**src/rtl/multicycle_computer_controller_main_fsm.sv**
```systemverilog
// rtl/multicycle_computer_controller_main_fsm.sv - main control FSM for a multicycle ARM-subset datapath
// Moore decodes of the registered state, plus memReady-gated fetch strobes and a registered retire pulse.
module multicycle_computer_controller_main_fsm #(
  parameter logic [3:0] s0 = 4'b0000,
  parameter logic [3:0] s1 = 4'b0001,
  parameter logic [3:0] s2 = 4'b0010,
  parameter logic [3:0] s3 = 4'b0011,
  parameter logic [3:0] s4 = 4'b0100,
  parameter logic [3:0] s5 = 4'b0101,
  parameter logic [3:0] s6 = 4'b0110,
  parameter logic [3:0] s7 = 4'b0111,
  parameter logic [3:0] s8 = 4'b1000,
  parameter logic [3:0] s9 = 4'b1001
) (
  input  logic        clk,
  input  logic        reset,
  input  logic [31:0] INSTRUCTION,
  input  logic        condEx,
  input  logic        memReady,
  output logic [3:0]  state,
  output logic        PCWrite,
  output logic        AdrSrc,
  output logic        MemWrite,
  output logic        IRWrite,
  output logic        RegWrite,
  output logic [1:0]  ResultSrc,
  output logic        ALUSrcA,
  output logic [1:0]  ALUSrcB,
  output logic        ALUOp,
  output logic        instrDone
);

  typedef enum logic [3:0] {
    FETCH    = s0,
    DECODE   = s1,
    MEMADR   = s2,
    MEMREAD  = s3,
    MEMWB    = s4,
    MEMWRITE = s5,
    EXECUTER = s6,
    EXECUTEI = s7,
    ALUWB    = s8,
    BRANCH   = s9
  } state_t;

  state_t state_q, state_d;
  logic   instr_done_q, instr_done_d;

  logic [1:0] op;
  logic       i_bit;
  logic       l_bit;
  logic [3:0] cmd;

  assign op    = INSTRUCTION[27:26];
  assign i_bit = INSTRUCTION[25];
  assign l_bit = INSTRUCTION[20];
  assign cmd   = INSTRUCTION[24:21];

  always_ff @(posedge clk or posedge reset) begin
    if (reset) begin
      state_q      <= FETCH;
      instr_done_q <= 1'b0;
    end else begin
      state_q      <= state_d;
      instr_done_q <= instr_done_d;
    end
  end

  always_comb begin
    state_d   = state_q;
    PCWrite   = 1'b0;
    AdrSrc    = 1'b0;
    MemWrite  = 1'b0;
    IRWrite   = 1'b0;
    RegWrite  = 1'b0;
    ResultSrc = 2'b00;
    ALUSrcA   = 1'b0;
    ALUSrcB   = 2'b00;
    ALUOp     = 1'b0;
    case (state_q)
      FETCH: begin
        ALUSrcA   = 1'b1;
        ALUSrcB   = 2'b10;
        ResultSrc = 2'b10;
        // IR and PC load only on the cycle the memory actually returns the word
        IRWrite   = memReady;
        PCWrite   = memReady;
        if (memReady) state_d = DECODE;
      end
      DECODE: begin
        ALUSrcA   = 1'b1;
        ALUSrcB   = 2'b10;
        ResultSrc = 2'b10;
        if (!condEx) begin
          state_d = FETCH;
        end else begin
          case (op)
            2'b01:   state_d = MEMADR;
            2'b00:   state_d = i_bit ? EXECUTEI : EXECUTER;
            2'b10:   state_d = BRANCH;
            default: state_d = FETCH;
          endcase
        end
      end
      MEMADR: begin
        ALUSrcB = 2'b01;
        state_d = l_bit ? MEMREAD : MEMWRITE;
      end
      MEMREAD: begin
        AdrSrc = 1'b1;
        if (memReady) state_d = MEMWB;
      end
      MEMWB: begin
        ResultSrc = 2'b01;
        RegWrite  = 1'b1;
        state_d   = FETCH;
      end
      MEMWRITE: begin
        AdrSrc   = 1'b1;
        MemWrite = 1'b1;
        if (memReady) state_d = FETCH;
      end
      EXECUTER: begin
        ALUOp   = 1'b1;
        state_d = ALUWB;
      end
      EXECUTEI: begin
        ALUSrcB = 2'b01;
        ALUOp   = 1'b1;
        state_d = ALUWB;
      end
      ALUWB: begin
        // TST/TEQ/CMP/CMN only update flags, never the register file
        RegWrite = (cmd[3:2] != 2'b10);
        state_d  = FETCH;
      end
      BRANCH: begin
        ALUSrcB   = 2'b01;
        ResultSrc = 2'b10;
        PCWrite   = 1'b1;
        state_d   = FETCH;
      end
      default: state_d = FETCH;
    endcase
  end

  assign instr_done_d = (state_d == FETCH) && (state_q != FETCH);
  assign state        = state_q;
  assign instrDone    = instr_done_q;

endmodule

```
**config.mk**
```make
export PLATFORM = sky130hd
export DESIGN_NAME = multicycle_computer_controller_main_fsm
export DESIGN_NICKNAME = d
export VERILOG_FILES = /design/src/rtl/multicycle_computer_controller_main_fsm.sv
export SDC_FILE = /design/constraint.sdc
export NUM_CORES = 1
export LEC_CHECK = 0
export BUFFER_PORTS_ARGS = -buffer_cell sky130_fd_sc_hd__buf_2
export CAP_MARGIN = 20
export CORE_MARGIN = 1
export CORE_UTILIZATION = 29
export DETAILED_ROUTE_END_ITERATION = 12
export GPL_TIMING_DRIVEN = 0
export PLACE_DENSITY_LB_ADDON = 0.05
export SLEW_MARGIN = 30
export SYNTH_ARGS = -nofsm -noshare
export SYNTH_HDL_FRONTEND = slang
export SYNTH_SLANG_ARGS = --single-unit
```
**constraint.sdc**
```tcl
create_clock -name clk -period 1.2 [get_ports clk]
set_clock_uncertainty 0.1 [all_clocks]
set_input_delay 0.12 -clock clk [delete_from_list [all_inputs] [get_ports clk]]
set_output_delay 0.12 -clock clk [all_outputs]
set_load 0.02 [all_outputs]
```
# Word level (Yosys, flattened, before mapping)

Cells that the tools add are included.

Equality and inequality tests: 12
Multiplexer cells: 17
Reductions and logical operators: 10

Operator list:

| operator                                                              | count |
|---|---|
| 4-bit one-hot mux with 6 select lines                                 | 1 |
| 4-bit by 3-bit equality test with 1-bit output, second input constant | 4 |
| 4-bit 2-to-1 mux                                                      | 4 |
| 4-bit one-hot mux with 3 select lines                                 | 1 |
| 4-bit by 2-bit equality test with 1-bit output, second input constant | 2 |
| 4-bit equality test, second input constant                            | 2 |
| 4-bit zero test                                                       | 2 |
| 2-bit one-hot mux with 2 select lines                                 | 2 |
| 1-bit 2-to-1 mux                                                      | 6 |
| 2-bit OR reduction                                                    | 3 |
| 3-bit OR reduction                                                    | 2 |
| 4-bit by 1-bit equality test with 1-bit output, second input constant | 1 |
| 1-bit one-hot mux with 2 select lines                                 | 2 |
| 4-bit nonzero test                                                    | 1 |
| 3-bit 2-to-1 mux                                                      | 1 |
| 2-bit by 1-bit equality test with 1-bit output, second input constant | 1 |
| 2-bit equality test, second input constant                            | 1 |
| 2-bit zero test                                                       | 1 |
| 2-bit inequality test, second input constant                          | 1 |
| 1-bit logical AND                                                     | 1 |

Bits in registers: 5
Input bits: 36
Output and inout port bits: 16
Word-level logic and storage cells: 41

# Logic depth before layout (Yosys ltp)

Gate-level depths: netlist of the first run.

Depth after elaboration: 6
Depth in mapped cells: 5
Depth with buffers taken out: 4

# Worst setup path after synthesis of the first run

OpenSTA, ideal clock, no wires.

Path kind: reg-to-output
Start point: register state_q[2], in the netlist state[2]
End point: output RegWrite
Arrival time: 1432 ps
Path slack: -452 ps
Cell stages (with the launch flop): 4
Buffers on the path: 1
Cell sequence: dfrtp_1 > buf_2 > nand3b_1 > a211oi_1

Word-level cells in the longest chain between the ends: 2

RTL lines:

| item                                                                                         | RTL line | RTL |
|---|---|---|
| start: declaration                                                                           | 46       | `state_t state_q, state_d;` |
| start signal: assignment                                                                     | 64       | `state_q <= state_d;` |
| 4-bit equality test / 4-bit by 3-bit equality test with 1-bit output (equally long branches) | 80       | `case (state_q)` |
| 1-bit one-hot mux with 2 select lines *                                                      | 80       |  |
| end: declaration                                                                             | 25       | `output logic RegWrite,` |

Every way passes the cells marked *; elsewhere a longest branch is shown, timed or not.

# Worst setup path after layout of the first run

Ends and elaborated chain as after synthesis.

==> metrics.txt, run 1 <==
Overflow after GRT=0; Synth Flop Type=dfrtp_1; worst setup margin=-0.398 ns; Synth area leader=dfrtp_1; chip height=slightly above 40 um; syn_nets=slightly above 90; CP most frequent cell=buf_6; H-Tree Level Count=1; Top delay family on crit path=flip-flops; share of layout cells above drive strength 1=about four fifths; leakage power=around 0.00043 uW; Synth top area share=between 20 and 30%; Layout Nets=~140; CTS root buffer=clkbuf_4; launching point of the worst reg2reg path=state[0]$_DFF_PP0_; Worst Max-Slew Pin Slew=around 0.32 ns; Distinct cells, synth=28; Worst Setup Start Kind=flop; Synth Instances=55; Inst Count DP=95; most common cell in the netlist=nor3_1; Max Fanout on Critical Path=5; WP buf/inv=2; fin crit share=133%; full die area=1730 um2; # IOs=52; CTS sink cnt=5; final hold viol count=0; DP Wirelength=962 um; asr flop ratio synth=between 90% and 100%; largest net degree at the start of global routing=11; vias in the first global route=about 580; Mean Syn Cell Area=between 8 and 9 um2; cells along the critical path=buf_6, nand3b_1, a211oi_4, buf_6; Mapped Area=454 um2; Tmin final=about 1.6 ns; Starting Density=~33%; post-route ant nets=0; Peak VDD IR=approximately 1.3 mV; status=complete, but fails checks; yosys warns=0; # rows=13; routability-driven placement congestion ratio=between 0.7 and 0.8; failing checks=negative setup slack; violation count after the first detailed-route iteration=9; critical path data arrival time=1.38 ns; Post-synth EDFFs=0; max-slew violation count=0; initial antenna violation count=0; Power Density=roughly 2800 nW/um2; DRC violations left=0; Synth area leaders=dfrtp_1 (28%), nor3_1 (8.8%), a2111oi_4 (6.1%); Die Width=between 40 and 50 um; HP Class=input port to flop; diodes inserted=0; CTS max path bufs=2; worst skew pair latency=roughly 0.24 ns; TritonCTS Buffers=3; RSZ-0062 raised after global routing=true; Layout area overhead=113%; hold_sp=INSTRUCTION[27]; worst path required time=0.98 ns; CP Capture Type=output port; Max Freq=roughly 630 MHz; Critical Path Max Stage Delay=0.44 ns; final cell count without fillers=about 110; pre-CTS WS=-0.237 ns; Layout fillers=between 100 and 150; Setup Crit Path Kind=flop to output port; Tot GR Track Use=between 10% and 20%; worst setup path startpoint=state[2]$_DFF_PP0_; final setup fails=16; Avg Vias per Cell=between 5 and 6; max_cap viols=0; CTS tree=done; first-pass iteration count of the detailed router=2; Reg clk slew, reported paths=around 0.05 ns; Slew headroom=78.4%; # port buffers=25; CORE AREA=between 1000 and 1500 um2; flops & latches, synth=5; final WL=about 1.5 mm; sequential fraction of the synthesis area=between 20% and 30%; top cells by count, synth=nor3_1 (8), nor2_1 (6), dfrtp_1 (5); crit path max-delay cell type=dfrtp_2; first-pass GRT wire length=approximately 2.6 mm; DR vias=roughly 580; routed len/inst=between 10 and 15 um
==> routing by layer <==
metal  GRT usage [%]  up-vias  part of all wire, %
met2            28.7       18                   49
li1                -      287                    -
met3            4.35        0                  3.8
met4            3.87        0                    0
met1            26.8      273                   48
met5               0        -                    0
==> kinds of logic after synthesis <==
kind of cell    Yosys count  share of synthesized area (%)
compound gates           16                           29.8
buf+inv                   8                           9.09
simple gates             25                           31.7
flops                     5                           27.5
xor+xnor                  1                           1.93
==> worst reg2reg max path: cells and delay by family (launching register included) <==
kind | cells | cell delay [ns]
AO/OA/AOI/OAI | 1 | 0.15
buffers and inverters | 2 | 0.24
flip-flops | 1 | 0.38
AND/OR/NAND/NOR | 3 | 0.51
==> power breakdown <==
group	switching (uW)	internal, uW	leakage (uW)	total, uW
logic	1170	1070	0.000353	2240
clock network	71.4	126	0.0000150	197
registers	76.3	249	0.0000591	325
total	1320	1450	0.000427	2760
==> area by class of cell <==
cell class                      instances  area (um2)  share of cell area [%]
Sequential cell                         5         130                    13.4
Clock buffer                            4        26.3                    2.71
Inverter                                4        17.5                    1.81
Tap cell                               15        18.8                    1.94
Timing Repair Buffer                   39         294                    30.3
Multi-Input combinational cell         42         430                    44.4
Buffer                                  4        52.6                    5.42
==> metrics by stage <==
step / instance area, um2 / total power [uW] / util, % / TNS, ns / hold slack, ns
2_1_floorplan: 547 / 1510 / - / -1.52 / -0.202
3_3_place_gp: 691 / 1890 / 50.0 / -1.64 / -0.0738
3_5_place_dp: 691 / 1900 / 50.0 / -1.75 / -0.0733
4_1_cts: 931 / 2680 / 67.3 / -4.21 / 0.00967
5_1_grt: 970 / 2940 / 70.1 / -5.29 / 0.0201
6_report: 970 / 2760 / 70.1 / -4.28 / 0.0216
==> registers in the layout, indices dropped and copies added (netlist names) <==
| name | flops |
|---|---|
| instrDone | 1 |
| state | 4 |
==> cells in the final DEF, fill, tap and decap left out, types with 2 or more instances in the layout <==
cell      instances
buf_4            15
buf_2            14
buf_6            11
nor3_2            7
nor2_1            4
dfrtp_2           4
o22ai_2           3
a21oi_1           3
clkbuf_4          3
buf_8             2
a211oi_2          2
inv_1             2
==> final timing paths <==
kind	endpoint	slack, ns	cells after the start
worst max-delay path	RegWrite	-0.40	4
worst min-delay path	state[2]$_DFF_PP0_	0.02	2
worst max register to register	state[2]$_DFF_PP0_	-0.27	6
worst min register to register	state[3]$_DFF_PP0_	0.61	2
max in group asynchronous	state[1]$_DFF_PP0_	0.59	3
min in group asynchronous	state[2]$_DFF_PP0_	0.22	3
==> what timing repair did <==
item | in CTS | in global routing
hold buffers | 1 | 0
gates resized for setup | 28 | 11
endpoints found under the setup margin | 16 | 17
pin swaps | 6 | 5
setup buffers | 13 | 1
hold endpoints to repair | 5 | 0
(Power assumes the default switching activity.)
==> run 2, diff against run 1 <==
--- a/config.mk
+++ b/config.mk
@@ -7,3 +7,3 @@
 export LEC_CHECK = 0
-export BUFFER_PORTS_ARGS = -buffer_cell sky130_fd_sc_hd__buf_2
+export BUFFER_PORTS_ARGS = -buffer_cell sky130_fd_sc_hd__buf_4
 export CAP_MARGIN = 20
--- a/constraint.sdc
+++ b/constraint.sdc
@@ -4,2 +4,2 @@
 set_output_delay 0.12 -clock clk [all_outputs]
-set_load 0.02 [all_outputs]
+set_load 0.005 [all_outputs]
==> metrics.txt, run 2 (synthesis gave the netlist of run 1 again) <==
post-route ant nets=0 (unchanged); # rows=13 (unchanged); TritonCTS Buffers=3 (unchanged); # port buffers=25 (unchanged); RSZ-0062 raised after global routing=true; failing checks=negative setup slack; leakage power=0.000418 uW (-2.2%); worst setup path startpoint=state[3]$_DFF_PP0_; CTS max path bufs=2 (unchanged); Starting Density=32.9% (unchanged); DRC violations left=0 (unchanged); DR vias=562 (-2.8%); Max Freq=655 MHz (+4.8%); launching point of the worst reg2reg path=state[0]$_DFF_PP0_; worst skew pair latency=0.24 ns (about the same); DR top layer=met4; CP Capture Type=output port; max_cap viols=0 (unchanged); Max Fanout on Critical Path=10 (+5); Overflow after GRT=0 (unchanged); full die area=1730 um2 (unchanged); Tmin final=1.53 ns (-0.0725 ns); Avg Vias per Cell=4.93 (-3.6%); Slew headroom=78.1% (-0.25 points); Reg clk slew, reported paths=0.04 ns (about the same); Layout fillers=139 (+22%); status=complete, but fails checks; # IOs=52 (unchanged); Setup Crit Path Kind=flop to output port; chip height=41.6 um (unchanged); Tot GR Track Use=18.8% (+0.073 points); DR WL met3=52 um (-7.1%); CTS root buffer=clkbuf_4; Layout Nets=136 (+0.74%); CORE AREA=1380 um2 (unchanged); Cell Int Power=1390 uW (-4.1%); Largest register FFs=4 (unchanged); Flop pwr share=13.6% (+1.8 points); final setup fails=16 (unchanged); Multi-input gate area=360 um2 (-16%); Peak VDD IR=1.20 mV (-10%); initial antenna violation count=0 (unchanged); worst path required time=0.98 ns (about the same); CTS tree=done; diodes inserted=0 (unchanged); final non-filler cell area=917 um2 (-5.4%); Placement Cell Area=687 um2 (-0.54%); H-Tree Level Count=1 (unchanged); Power Density=2480 nW/um2 (-13%); combinational share of power=78.0% (-3.1 points); routability-driven placement congestion ratio=0.754 (+1.2%); first-pass GRT wire length=2.50 mm (-5.5%); HP Class=input port to flop; Die Width=41.6 um (unchanged); largest net degree at the start of global routing=11 (unchanged); fin crit share=127% (-6.0 points); worst setup margin=-0.326 ns (+0.0725 ns); DP Wirelength=957 um (-0.52%); Sw Ratio=39.0% (-8.7 points); most frequent cells in the layout=buf_4 (33), buf_6 (9), nor3_1 (5), a21oi_1 (4), nor2_1 (4); final hold viol count=0 (unchanged); critical path data arrival time=1.31 ns (-0.07 ns); commonest non-fill, non-tap cell in the layout=buf_4; routed len/inst=13.1 um (-1.0%); vias in the first global route=554 (-5.1%); max-slew violation count=0 (unchanged); share of layout cells above drive strength 1=66.7% (-14 points); hold_sp=INSTRUCTION[25]; path depth of the worst reg2reg path=6 (unchanged); Layout area overhead=102%; violation count after the first detailed-route iteration=0 (-9); Met1 Wirelength=619 um (-13%); Fin Setup TNS=-3.72 ns (+0.564 ns); Met2 Wirelength=787 um (+8.6%); Register Area=128 um2 (-1.9%); clock power share=8.4% (+1.3 points); net switching power=886 uW (-33%); CTS sink cnt=5 (unchanged); Worst Max-Slew Pin Slew=0.328 ns (+0.00378 ns); Worst Setup Start Kind=flop; final WL=1.49 mm (-0.13%); hold depth=3 (+1); first-pass iteration count of the detailed router=1 (-1)
## run 2: path summary, 6_finish.rpt
check,to,slack [ns]
setup / recovery,PCWrite,-0.33
hold / removal,state[0]$_DFF_PP0_,0.05
setup reg to reg,state[2]$_DFF_PP0_,-0.25
hold reg to reg,state[1]$_DFF_PP0_,0.56
max in group asynchronous,state[3]$_DFF_PP0_,0.59
min in group asynchronous,state[1]$_DFF_PP0_,0.23
## run 2: cell type report
cell class / count / area share, %
Multi-Input combinational cell: 42 / 39.3
Timing Repair Buffer: 40 / 35.3
Sequential cell: 5 / 13.9
Buffer: 4 / 4.91
Clock buffer: 4 / 2.86
Tap cell: 15 / 2.05
Inverter: 4 / 1.64
## run 2: metrics by stage
step / instances / setup WS, ns / hold WS, ns / total power [uW] / utilization [%]
5_1_grt: 114 / -0.393 / 0.0502 / 2450 / 66.3
4_1_cts: 110 / -0.310 / 0.0452 / 2110 / 62.4
3_5_place_dp: 95 / -0.207 / -0.0664 / 1560 / 49.7
3_3_place_gp: 95 / -0.180 / -0.0642 / 1550 / 49.7
6_report: 114 / -0.326 / 0.0453 / 2270 / 66.3
2_1_floorplan: 55 / -0.0608 / -0.202 / 1040 / -
## run 2: routing by layer
| metal | global-route usage, % | up-vias |
|---|---|---|
| met4 | 11.6 | 0 |
| met1 | 20.1 | 254 |
| met5 | 0 | - |
| met2 | 33.8 | 18 |
| met3 | 3.48 | 4 |
| li1 | - | 286 |
## run 2: worst max-delay path, stage by stage (launching register included)
cell	delay (ns)
dfrtp_2	0.42
buf_6	0.15
nor3b_4	0.16
a21oi_1	0.05
nor3_1	0.13
buf_4	0.14
## run 2: what timing repair did
item	in CTS	in global routing
hold buffers	2	0
setup endpoints to repair	15	17
pin swaps	10	2
setup buffers	9	4
gates resized for setup	15	5
hold endpoints to repair	6	0
## run 2: power by group through the flow
stage	logic (uW)	registers [uW]	clock network, uW
after floorplan	719	320	0
after global placement	1220	320	0
after detailed placement	1240	322	0
after CTS	1600	305	199
after global routing	1910	319	218
final	1770	310	191
